### src/rtl/param_updown_counter.sv
// -----------------------------------------------------------------------------
// param_updown_counter
//
// Modulo-(MAX_VALUE+1) up/down counter with count enable, wrap or saturate
// behaviour at the limits, a combinational limit flag and a one-cycle wrap
// pulse. Serves as the generic timebase/event counter of the sequential-block
// library.
//
// Optional feature macro: UPDOWN_COUNTER_LOAD_EN
//   defined   -> synchronous parallel load (loadEn/loadValue) is built; the
//                load has priority over counting and is clamped to MAX_VALUE.
//   undefined -> no load logic; loadEn/loadValue stay as ports but are ignored.
//
// Parameters:
//   WIDTH       bit width of the count register (2..32)
//   MAX_VALUE   highest count value, 1..2**WIDTH-1 (modulus is MAX_VALUE+1)
//   SATURATE    0 = wrap at the limits, 1 = hold at the limits
//   RESET_VALUE count loaded on reset, <= MAX_VALUE
//
// Ports:
//   clockPulse  in   1      sole clock, rising edge
//   resetPulse  in   1      asynchronous, active-high reset
//   enable      in   1      count enable
//   upDown      in   1      direction: 1 = up, 0 = down
//   loadEn      in   1      synchronous load request (macro builds only)
//   loadValue   in   WIDTH  value to load
//   Result      out  WIDTH  current count (registered)
//   atLimit     out  1      count sits at the limit in the current direction
//                           (combinational)
//   wrapPulse   out  1      high for one cycle after a wrapping edge
//                           (registered)
// -----------------------------------------------------------------------------
module param_updown_counter #(
    parameter int          WIDTH       = 4,
    parameter int unsigned MAX_VALUE   = (2 ** WIDTH) - 1,
    parameter bit          SATURATE    = 1'b0,
    parameter int unsigned RESET_VALUE = 0
) (
    input  logic             clockPulse,
    input  logic             resetPulse,
    input  logic             enable,
    input  logic             upDown,
    input  logic             loadEn,
    input  logic [WIDTH-1:0] loadValue,
    output logic [WIDTH-1:0] Result,
    output logic             atLimit,
    output logic             wrapPulse
);

    // Limits expressed at the register width. With WIDTH = 32 the default
    // MAX_VALUE evaluates to all ones through 32-bit wrap of 2**32 - 1.
    localparam logic [WIDTH-1:0] MAX_W   = MAX_VALUE[WIDTH-1:0];
    localparam logic [WIDTH-1:0] RESET_W = RESET_VALUE[WIDTH-1:0];

    logic [WIDTH-1:0] count_q, count_d;
    logic             wrap_q,  wrap_d;
    logic             load_req;
    logic [WIDTH-1:0] load_val;
    logic             at_max, at_zero;

`ifdef UPDOWN_COUNTER_LOAD_EN
    assign load_req = loadEn;
    // Out-of-range loads are clamped so the count never leaves 0..MAX_VALUE.
    assign load_val = (loadValue > MAX_W) ? MAX_W : loadValue;
`else
    // Load path not built: the ports are kept so both builds share one port
    // list, and are folded into a sink that drives nothing.
    logic unused_load;
    assign unused_load = loadEn ^ (^loadValue);
    assign load_req    = 1'b0;
    assign load_val    = '0;
`endif

    assign at_max  = (count_q == MAX_W);
    assign at_zero = (count_q == '0);

    // Next-state: load > count > hold. wrap_d is high only on a wrapping step.
    always_comb begin
        // NOTE: every output of this block gets a default before any branch;
        // a path that leaves one unassigned would infer a latch.
        count_d = count_q;
        wrap_d  = 1'b0;

        if (load_req) begin
            count_d = load_val;
        end else if (enable) begin
            if (upDown) begin
                if (!at_max) begin
                    count_d = count_q + WIDTH'(1);
                end else if (!SATURATE) begin
                    count_d = '0;
                    wrap_d  = 1'b1;
                end
            end else begin
                if (!at_zero) begin
                    count_d = count_q - WIDTH'(1);
                end else if (!SATURATE) begin
                    count_d = MAX_W;
                    wrap_d  = 1'b1;
                end
            end
        end
    end

    always_ff @(posedge clockPulse or posedge resetPulse) begin
        if (resetPulse) begin
            count_q <= RESET_W;
            wrap_q  <= 1'b0;
        end else begin
            // NOTE: state registers use non-blocking assignment so every
            // flop samples the pre-edge values computed by the comb block.
            count_q <= count_d;
            wrap_q  <= wrap_d;
        end
    end

    assign Result    = count_q;
    assign wrapPulse = wrap_q;
    // Direction is taken live, so the flag tracks upDown within the cycle.
    assign atLimit   = upDown ? at_max : at_zero;

endmodule

### config.mk
export PLATFORM = sky130hd
export DESIGN_NAME = param_updown_counter
export DESIGN_NICKNAME = d
export VERILOG_FILES = /design/src/rtl/param_updown_counter.sv
export SDC_FILE = /design/constraint.sdc
export NUM_CORES = 1
export LEC_CHECK = 0
export CAP_MARGIN = 20
export CORE_AREA = 2 2 39 41
export DETAILED_ROUTE_END_ITERATION = 10
export DIE_AREA = 0 0 41 43
export PLACE_DENSITY = 0.53
export SYNTH_ARGS = -nofsm -noshare
export SYNTH_HDL_FRONTEND = slang
export SYNTH_SLANG_ARGS = --single-unit
export TNS_END_PERCENT = 1
### constraint.sdc
create_clock -name clockPulse -period 4.6 [get_ports clockPulse]
set_input_delay 1.15 -clock clockPulse [delete_from_list [all_inputs] [get_ports clockPulse]]
set_output_delay 1.15 -clock clockPulse [all_outputs]
set_load 0.01 [all_outputs]
== After elaboration in Yosys (flattened, before gate mapping) ==
Index checks and enable logic that the tools add are counted.
Cells by class
  add/subtract/negate cells: 2
  eq/ne operators: 1
  muxes and demuxes: 8
  reductions and logical operators: 1
Operators with widths (number)
  $mux W4: 3
  $mux W1: 5
  $add A4 B1 Y4 const B: 1
  $eq A4 B4 Y1 const B: 1
  $logic_not A4 Y1: 1
  $sub A4 B1 Y4 const B: 1
Storage, ports and cells
  register bits after elaboration: 5
  bits of input ports: 9
  word-level logic and storage cells: 14

== Logic depth before layout (Yosys ltp) ==
Gate-level depths: netlist of run 1.
  depth in word-level cells: 4
  depth in mapped cells: 5
  gate-level depth less buffers: 5

== Worst setup path after synthesis of run 1 ==
No wires, ideal clock.
  path kind: in2out
  from: input upDown
  to: output atLimit
  arrival: 1.832 ns
  required time: 3.450 ns
  setup slack: 1.618 ns
  cell stages on the path: 3
  cells stage by stage: buf_6 -> or4b_1 -> o21ai_2
On the way
  word-level cells in the longest chain between the ends: 1
RTL lines
  start, declared: RTL line 42  | input logic upDown,
  $mux W1: RTL line 120  | assign atLimit = upDown ? at_max : at_zero;
  end, declared: RTL line 46  | output logic atLimit,
Every way passes these cells.

== Final worst setup path of run 1 ==
Same ends and word-level chain as after synthesis.

==> results of run 1 <==
-- state kept, by name, summed over array words and instances (netlist names) --
signal     cells
Result         4
wrapPulse      1
-- path summary, 6_finish.rpt --
check / start / end / slack (ns)
worst max-delay path: upDown / atLimit / 0.60
worst min-delay path: Result[1] / Result[1] / 0.69
worst max register to register: Result[0] / Result[3] / 2.98
worst min register to register: Result[1] / Result[1] / 0.69
max in group asynchronous: resetPulse / Result[1] / 3.32
min in group asynchronous: resetPulse / Result[2] / 1.10
-- layer usage --
layer,up-vias,global-route usage [%],routed length (µm)
met5,-,0,0
met4,0,6.00,15
met3,2,6.28,49
met2,11,13.4,330
met1,139,13.4,353
li1,163,-,-
-- logic make-up after synthesis --
| family | Yosys count | share of synthesized area [%] |
|---|---|---|
| xor gates and xnor gates | 2 | 5.00 |
| and+or+nand+nor | 10 | 16.8 |
| muxes | 1 | 2.86 |
| DFF | 5 | 35.7 |
| buffers and inverters | 7 | 9.64 |
| AOI/OAI and AO/OA | 12 | 22.9 |
| adders and majority gates | 2 | 7.14 |
-- cell type report --
| class | count | area, µm² | area share (%) |
|---|---|---|---|
| tap | 16 | 20.0 | 4.21 |
| clock buffer | 4 | 26.3 | 5.53 |
| multi-input combinational | 27 | 191 | 40.3 |
| timing repair buffer | 9 | 90.1 | 18.9 |
| inverter | 6 | 22.5 | 4.74 |
| sequential | 5 | 125 | 26.3 |
-- per-stage QoR --
stage	total power [mW]	instances	utilization, %	setup slack [ns]	hold WS, ns
2_1_floorplan	0.185	39	-	1.62	0.640
3_3_place_gp	0.249	63	32.5	0.586	0.666
3_5_place_dp	0.251	63	32.5	0.589	0.682
4_1_cts	0.305	67	34.4	0.580	0.689
5_1_grt	0.326	67	34.4	0.521	0.724
6_report	0.300	67	34.4	0.599	0.686
-- power breakdown --
part / leakage, nW / internal, mW / total (mW) / switching [mW]
clock: 0.0150 / 0.0328 / 0.0517 / 0.0189
sequential: 0.0594 / 0.0624 / 0.0985 / 0.0361
combinational: 0.136 / 0.0847 / 0.150 / 0.0652
total: 0.210 / 0.180 / 0.300 / 0.120
-- cells in the final DEF, fill, tap and decap left out, types with 2 or more instances in the layout --
cell,synthesis,final
nor2_1,3,3
a21oi_1,4,4
o21ai_0,2,2
inv_1,6,6
nand2_1,2,2
clkdlybuf4s50_1,0,9
clkbuf_4,0,3
dfrtp_1,5,5
ha_1,2,2
xnor2_1,2,2
-- worst register-to-register path, stage by stage, from the launching register on --
cell,delay [ns]
dfrtp_1,0.45
inv_1,0.12
ha_1,0.25
o21bai_1,0.16
a2111oi_0,0.44
a211oi_1,0.08
==> results by group, run 1 <==
Status
  – Status: complete, no violations

CTS
  – Root buf cell: clkbuf_4
  – H-tree Lvls: 1
  – CTS-repair resized insts: 0
  – Cts hold-fix bufs: 0
  – Clk slew on worst S/H paths: 0.04 ns
  – Clock tree buffer depth: 2
  – CTS tree: built
  – CTS sink cnt: 5
  – Setup bufs post-CTS: 0
  – Worst-Skew Late Latency: 0.25 ns
  – Cts bufs inserted: 3

Synth
  – Top cells by count, synth: inv_1 (6), dfrtp_1 (5), a21oi_1 (4)
  – Synth area leaders: dfrtp_1 (36%), ha_1 (7.1%), inv_1 (6.4%), a21oi_1 (5.7%), xnor2_1 (5.0%)
  – Mapped Cells: 39
  – Ys async rst share: 100%
  – Yosys cell types: 21
  – Avg Cell Area, Syn: 8.98 µm²
  – Synthesized area: 350 µm²
  – Area leader, netlist: dfrtp_1
  – Synth warn: 0
  – EDFF count, synth: 0
  – Register bit total from synthesis: 5
  – Most frequent cell after synthesis: inv_1
  – Register area share after synthesis: 35.7%
  – Syn_nets: 50
  – Share of the synthesized area in the top cell type: 35.7%
  – Ys flop type: dfrtp_1

Layout
  – Fin area: 475 µm²
  – Antenna Cells: 0
  – Area growth, synth to finish: 35.7%
  – Post-layout nets: 63
  – Fill count: 162
  – Layout cells sized above 1: 11.8%

STA
  – Slew margin rel.: 73.0%
  – Final worst-path cycle share: 87.0%
  – Clk_skew: 0.00823 ns
  – Final hold violation count: 0
  – Setup tns final: 0 ns
  – Peak Freq: 250 MHz
  – Measured slew at the worst slew-check pin: 0.395 ns
  – Minimum clock period: 4.00 ns
  – Final setup viols: 0
  – RSZ-0062 raised after global routing: no
  – Max-slew violations: 0

Die
  – Initial Util: 25.3%
  – I/O Pins: 15
  – Die Area: 0.00176 mm²
  – Number of cell rows: 14
  – Core area: 0.00138 mm²
  – Die height: 43 µm
  – Die Span X: 41 µm

Setup path
  – Crit-path most repeated cell: clkdlybuf4s50_1
  – Critical-path cell list: clkdlybuf4s50_1, or4b_1, o21ai_2, clkdlybuf4s50_1
  – Setup CP Type: in -> out
  – Reg2reg path depth: 5
  – CP Max Fanout: 7
  – Data required time of the worst path: 3.45 ns
  – Cell family with most CP delay: buffers and inverters
  – Path length in cells of the critical path: 4
  – Worst EP arrival: 2.85 ns
  – Startpoint types: input port
  – WP buf/inv: 2
  – CP Capture Type: output pin
  – Critical path's slowest cell: clkdlybuf4s50_1
  – Delay of the slowest critical-path stage: 0.55 ns

Power
  – Leakage: 0.210 nW
  – Worst vdd ir: 0.208 mV
  – PD cells: 631 mW/mm²

Detailed routing
  – Iter 0 DRT Violations: 5
  – Avg Vias per Cell: 4.70
  – # DRC: 0
  – Vias: 315
  – Drt total wl: 749 µm
  – Wire length per cell: 11.2 µm
  – Final ANT Viol Nets: 0
  – Drt pass-1 iters: 4

Flow run
  – Max-cap viol count: 0

Global routing
  – Vias in the first global route: 277
  – First-pass GRT wire length: 1.18 mm
  – Global Route Usage Sum: 10.6%
  – Initial antenna violation count: 0
  – Largest net degree at the start of global routing: 10
  – Total gr overflow: 0

Min path
  – HP Class: reg -> reg
  – WHS Path Cells: 2

Placed design
  – I/O Buffers: 9
  – Gp weighted congestion: 0.786
  – Post-DP HPWL: 558 µm
  – Dpl cell area: 449 µm²
Power figures use the tool's default switching activity.
==> run 2: changes to the inputs <==
SLEW_MARGIN = 30   (was not set)
==> results of run 2 <==
Final layout, timing and power as in run 1 (identical DEF).
